<file path="src/rtl/tt_rng_reader.sv">
// tt_rng_reader: consumer end of the random-bit stream.
// Runs a repetition count test and an adaptive proportion test on each accepted bit.
// Packs accepted bits LSB-first into words and offers them on a one-entry valid/ready buffer.
// Output is suppressed during start-up and after any health failure.
module tt_rng_reader #(
    parameter int WORD_W        = 8,
    parameter int RCT_CUTOFF    = 16,
    parameter int APT_WINDOW    = 64,
    parameter int APT_CUTOFF    = 48,
    parameter int STARTUP_WORDS = 4
) (
    input  logic              clk,
    input  logic              rst_n,
    input  logic              bit_in,
    input  logic              bit_valid,
    output logic [WORD_W-1:0] word_out,
    output logic              word_valid,
    input  logic              word_ready,
    output logic              rct_fail,
    output logic              apt_fail,
    output logic              health_ok,
    input  logic              clear_fail,
    output logic [7:0]        drop_cnt
);

    localparam int BC_W = $clog2(WORD_W);
    localparam int AI_W = $clog2(APT_WINDOW);
    localparam int AC_W = $clog2(APT_WINDOW + 1);
    localparam logic [BC_W-1:0] BC_LAST = BC_W'(WORD_W - 1);
    localparam logic [7:0]      RCT_CUT = 8'(RCT_CUTOFF);
    localparam logic [AC_W-1:0] APT_CUT = AC_W'(APT_CUTOFF);
    localparam logic [3:0]      SU_LAST = 4'(STARTUP_WORDS - 1);

    typedef enum logic [1:0] {
        S_STARTUP = 2'd0,
        S_RUN     = 2'd1,
        S_FAIL    = 2'd2
    } state_t;

    state_t            state_q;
    logic [BC_W-1:0]   bit_cnt_q;
    logic [WORD_W-1:0] pack_q;
    logic [7:0]        run_q;
    logic              prev_q;
    logic              rct_first_q;
    logic [AI_W-1:0]   apt_idx_q;
    logic [AC_W-1:0]   apt_cnt_q;
    logic              apt_ref_q;
    logic [3:0]        start_cnt_q;
    logic [WORD_W-1:0] word_q;
    logic              word_valid_q;
    logic              rct_fail_q;
    logic              apt_fail_q;
    logic              health_ok_q;
    logic [7:0]        drop_cnt_q;

    logic              accept;
    logic              word_done;
    logic              rct_hit;
    logic              apt_hit;
    logic [7:0]        run_d;
    logic [AC_W-1:0]   apt_cnt_d;
    logic              apt_ref_d;
    logic [AI_W-1:0]   apt_idx_d;
    logic [WORD_W-1:0] pack_d;

    // Health-test and packing results for the bit offered this cycle
    always_comb begin
        accept    = bit_valid && (state_q != S_FAIL);
        run_d     = (rct_first_q || (bit_in != prev_q)) ? 8'd1 : run_q + 8'd1;
        apt_idx_d = apt_idx_q + AI_W'(1);
        if (apt_idx_q == '0) begin
            apt_ref_d = bit_in;
            apt_cnt_d = AC_W'(1);
        end else begin
            apt_ref_d = apt_ref_q;
            apt_cnt_d = apt_cnt_q + AC_W'(bit_in == apt_ref_q);
        end
        pack_d            = pack_q;
        pack_d[bit_cnt_q] = bit_in;
        word_done = accept && (bit_cnt_q == BC_LAST);
        rct_hit   = accept && (run_d == RCT_CUT);
        apt_hit   = accept && (apt_cnt_d == APT_CUT);
    end

    // Control FSM with all state, counters and registered outputs
    always_ff @(posedge clk or negedge rst_n) begin
        if (!rst_n) begin
            state_q      <= S_STARTUP;
            bit_cnt_q    <= '0;
            pack_q       <= '0;
            run_q        <= '0;
            prev_q       <= 1'b0;
            rct_first_q  <= 1'b1;
            apt_idx_q    <= '0;
            apt_cnt_q    <= '0;
            apt_ref_q    <= 1'b0;
            start_cnt_q  <= '0;
            word_q       <= '0;
            word_valid_q <= 1'b0;
            rct_fail_q   <= 1'b0;
            apt_fail_q   <= 1'b0;
            health_ok_q  <= 1'b0;
            drop_cnt_q   <= '0;
        end else if (state_q == S_FAIL) begin
            // Bits are ignored here, even one arriving with clear_fail
            if (clear_fail) begin
                state_q     <= S_STARTUP;
                rct_fail_q  <= 1'b0;
                apt_fail_q  <= 1'b0;
                bit_cnt_q   <= '0;
                pack_q      <= '0;
                run_q       <= '0;
                rct_first_q <= 1'b1;
                apt_idx_q   <= '0;
                apt_cnt_q   <= '0;
                start_cnt_q <= '0;
            end
        end else if (rct_hit || apt_hit) begin
            // Failure: flush buffered and partial words; a flushed word is not a drop
            state_q      <= S_FAIL;
            rct_fail_q   <= rct_hit;
            apt_fail_q   <= apt_hit;
            health_ok_q  <= 1'b0;
            word_valid_q <= 1'b0;
            bit_cnt_q    <= '0;
            pack_q       <= '0;
        end else begin
            if (accept) begin
                run_q       <= run_d;
                prev_q      <= bit_in;
                rct_first_q <= 1'b0;
                apt_idx_q   <= apt_idx_d;
                apt_cnt_q   <= apt_cnt_d;
                apt_ref_q   <= apt_ref_d;
                if (word_done) begin
                    bit_cnt_q <= '0;
                    pack_q    <= '0;
                end else begin
                    bit_cnt_q <= bit_cnt_q + BC_W'(1);
                    pack_q    <= pack_d;
                end
            end
            if (word_done && (state_q == S_RUN)) begin
                if (!word_valid_q || word_ready) begin
                    word_q       <= pack_d;
                    word_valid_q <= 1'b1;
                end else if (drop_cnt_q != 8'hFF) begin
                    drop_cnt_q <= drop_cnt_q + 8'd1;
                end
            end else if (word_valid_q && word_ready) begin
                word_valid_q <= 1'b0;
            end
            if (word_done && (state_q == S_STARTUP)) begin
                if (start_cnt_q == SU_LAST) begin
                    state_q     <= S_RUN;
                    health_ok_q <= 1'b1;
                end else begin
                    start_cnt_q <= start_cnt_q + 4'd1;
                end
            end
        end
    end

    assign word_out   = word_q;
    assign word_valid = word_valid_q;
    assign rct_fail   = rct_fail_q;
    assign apt_fail   = apt_fail_q;
    assign health_ok  = health_ok_q;
    assign drop_cnt   = drop_cnt_q;

endmodule

</file>
<file path="config.mk">
export PLATFORM = sky130hd
export DESIGN_NAME = tt_rng_reader
export DESIGN_NICKNAME = d
export VERILOG_FILES = /design/src/rtl/tt_rng_reader.sv
export SDC_FILE = /design/constraint.sdc
export NUM_CORES = 1
export LEC_CHECK = 0
export ABC_AREA = 1
export CAP_MARGIN = 25
export CORE_ASPECT_RATIO = 0.5
export CORE_MARGIN = 4
export CORE_UTILIZATION = 30
export CTS_BUF_LIST = sky130_fd_sc_hd__clkbuf_2 sky130_fd_sc_hd__clkbuf_4 sky130_fd_sc_hd__clkbuf_8
export CTS_CLUSTER_SIZE = 30
export DETAILED_ROUTE_END_ITERATION = 10
export SLEW_MARGIN = 20
export SYNTH_ARGS = -nofsm -noshare
export SYNTH_HDL_FRONTEND = slang
export SYNTH_SLANG_ARGS = --single-unit
</file>
<file path="constraint.sdc">
create_clock -name clk -period 5.15 [get_ports clk]
set_input_delay 0.7725 -clock clk [delete_from_list [all_inputs] [get_ports clk]]
set_output_delay 0.7725 -clock clk [all_outputs]
set_load 0.005 [all_outputs]
</file>
==> results.py <==
metrics = {
    "global_routing": {
        "grt_max_degree": 62,
        "grt_util_all_layers_pct": 12.16,
        "antenna_found_initial": 0,
        "grt_first_pass_wirelength_mm": 13.57,
        "grt_pass1_vias": 2903,
        "overflow": 0,
    },
    "timing": {
        "hold_violations": 0,
        "maxSlewHeadroom_pct": 48.37,
        "fin_setup_tns_ps": 0,
        "worst_slack_ps": 2145,
        "tightestPinTransition_ps": 774.4,
        "slew_viol_final": 0,
        "final.period_utilization_pct": 58.35,
        "setup_viol": 0,
        "rsz0062_at_grt": "false",
        "timing.fmax_mhz": 332.8,
        "clock_skew_ps": 12.40,
        "whs_ps": 481.4,
        "period_needed_ps": 3005,
    },
    "finish": {
        "area_delta_synth_final_pct": 17.55,
        "antenna_cells": 0,
        "finalNetCount": 509,
        "final_area_um2": 4090,
        "seqCellArea_um2": 1528,
        "drive_gt1_share_pct": 9.457,
        "multi_input_area_um2": 1734,
        "fillerInstances": 1168,
    },
    "synth": {
        "async_flop_share_pct": 100.0,
        "seq_area_frac_synth_pct": 43.91,
        "syn_inst": 460,
        "syn_area_per_cell_um2": 7.564,
        "netlist-cell-type-count": 30,
        "syn_area_um2": 3480,
        "synth_seq_cells": 61,
        "synth_top_cell_area_share_pct": 43.15,
        "syn-num-nets": 476,
        "synth.most_common_cell": "nand2_1",
        "ys.warnings.count": 0,
        "synth_edf_count": 0,
        "synth_ff_type": "dfrtp_1",
        "synth_commonest_cells": "181 x nand2_1, 60 x dfrtp_1, 41 x inv_1",
        "synthTopCellsByArea": "dfrtp_1 43%, nand2_1 20%, nand3_1 5.8%, inv_1 4.4%, nor2_1 3.9%",
        "synth_area_leader_cell": "dfrtp_1",
    },
    "setup_path": {
        "start_kind": "primary input",
        "reg2reg_depth": 16,
        "slowest_delay_ps": 560,
        "worstSetupPathType": "in -> reg",
        "cp-end-kind": "register",
        "cp_num_buf_inv": 3,
        "crit_slowest_cell": "clkdlybuf4s50_1",
        "cp_data_required_time_ps": 5390,
        "path_depth": 17,
        "cp_max_fo": 16,
        "critPathTopFamily": "simple AND/OR/NAND/NOR gates",
        "arrival_ps": 3250,
        "crit_chain": "clkdlybuf4s50_1 -> xnor2_1 -> ha_1 -> ha_1 -> nand2_1 -> nor2_1 -> nand2_1 -> nand2_1 -> nand3_1 -> inv_2 -> nor2_1 -> nand3_2 -> nand2_4 -> nor2_8 -> inv_2 -> nand2_1 -> nand2_1",
        "critPathMostFrequentCell": "nand2_1",
    },
    "power": {
        "p_leak_nw": 2.076,
        "irDropWorstVdd_mv": 0.1845,
        "powerDensity_nw_per_um2": 394.8,
    },
    "floorplan": {
        "die_x_um": 160.3,
        "core_area_um2": 11150,
        "row_count": 27,
        "die_area_um2": 13490,
        "io-pin-count": 26,
        "die_h_um": 84.16,
        "start_util_pct": 31.21,
    },
    "placed_design": {
        "io_buffers": 25,
        "pre_cts_ws_ps": 1768,
        "dp_hpwl_mm": 5.466,
        "place_congestion": 0.8771,
        "place_area_um2": 3872,
    },
    "detailed_routing": {
        "drt_iter0_drc": 151,
        "wirelength_mm": 7.616,
        "vias": 2962,
        "route.detailed.drc": 0,
        "ant_nets": 0,
        "routed_via_density": 4.614,
        "wl_per_cell_um": 11.86,
        "dr.pass1.iters": 4,
    },
    "outcome": {
        "status": "finished clean",
    },
    "clock_network": {
        "clk_pin_slew_ps": 60,
        "cts_max_level": 3,
        "cts_buffer_depth": 2,
        "clock_sinks": 61,
        "cts_tree": "done",
        "postCtsSetupBuffers": 0,
        "numCtsBuffers": 9,
        "clk_latency_ps": 360,
        "root_buffer": "clkbuf_8",
        "cts_hold_buf": 0,
        "cts_resized": 0,
    },
    "hold_path": {
        "hold-path-cell-count": 2,
        "hold_path_class": "reg -> reg",
    },
    "flow_run": {
        "drv_cap": 0,
    },
}
==> flip-flops by register name, summed over array words and instances, names as in the netlist <==
name and count:
drop_cnt 8, pack_q 8, run_q 8, word_out 8, apt_cnt_q 7, apt_idx_q 6
start_cnt_q 4, bit_cnt_q 3, state_q 2, apt_fail 1, apt_ref_q 1, health_ok 1
prev_q 1, rct_fail 1, rct_first_q 1, word_valid 1
==> final cells by class <==
| type | count | share of cell area [%] |
|---|---|---|
| multi-input cells | 348 | 42.40 |
| flip-flops and latches | 61 | 37.35 |
| repair buffers | 26 | 6.179 |
| well taps | 145 | 4.436 |
| inverters | 47 | 4.313 |
| clock buffers | 11 | 3.548 |
| clock inverters | 4 | 1.774 |
==> routing by layer <==
layer	track usage [%]	part of all wire, %
met5	0	0
met4	4.372	1.1
met3	3.580	3.0
met2	19.19	46
met1	16.02	50
==> cell usage in the layout (no fill, tap or decap), types with 4 or more instances in the layout <==
cell / netlist / final
dfrtp_1: 60 / 60
inv_1: 41 / 41
nand2_2: 4 / 4
xnor2_1: 5 / 5
ha_1: 10 / 10
nand2_1: 181 / 181
o21ai_1: 5 / 5
clkbuf_8: 0 / 10
nor2_2: 5 / 5
a21oi_1: 4 / 4
xor2_1: 9 / 9
clkdlybuf4s50_1: 0 / 24
nor2_4: 4 / 4
nand3_1: 40 / 40
nor3_1: 4 / 4
nor2_1: 36 / 36
o21ai_0: 16 / 16
inv_2: 6 / 6
nand4_1: 6 / 6
==> logic make-up (layout without fill, tap and decap cells) <==
family / count (synthesis) / after routing / synth area share (%)
and+or+nand+nor: 292 / 292 / 37.83
DFF: 61 / 61 / 43.91
buffers and inverters: 51 / 88 / 6.257
AOI/OAI and AO/OA: 32 / 32 / 4.891
xor gates and xnor gates: 14 / 14 / 3.524
adders and majority gates: 10 / 10 / 3.596
==> where the power goes <==
part	total, mW	leakage (nW)	internal [mW]	switching [mW]
clock network	0.474	0.109	0.287	0.187
registers	0.686	0.805	0.586	0.0994
logic	0.455	1.16	0.198	0.257
total	1.61	2.08	1.07	0.543
==> metrics by stage <==
stage	std cells	power (mW)	utilization, %
finish	642	1.615	36.69
global route	642	1.744	36.69
CTS	642	1.633	36.69
detailed placement	627	1.149	34.74
global placement	627	1.146	34.74
floorplan	460	0.9997	-
==> worst min-delay path, delay by kind of cell, from the launching register on <==
| kind | cells | cell delay, ps |
|---|---|---|
| DFF | 1 | 340 |
| and+or+nand+nor | 2 | 100 |
==> worst paths after layout <==
| path | startpoint | to | slack [ps] |
|---|---|---|---|
| max in group asynchronous | rst_n | prev_q$_DFFE_PN0P_ | 4060 |
| min in group asynchronous | rst_n | drop_cnt[1]$_DFFE_PN0P_ | 570 |
| hold / removal | pack_q[2]$_DFFE_PN0P_ | pack_q[2]$_DFFE_PN0P_ | 480 |
| hold reg to reg | pack_q[2]$_DFFE_PN0P_ | pack_q[2]$_DFFE_PN0P_ | 480 |
| setup / recovery | bit_in | apt_idx_q[2]$_DFFE_PN0P_ | 2150 |
| setup reg to reg | apt_ref_q$_DFFE_PN0P_ | apt_idx_q[2]$_DFFE_PN0P_ | 2710 |
(Power assumes the default switching activity.)
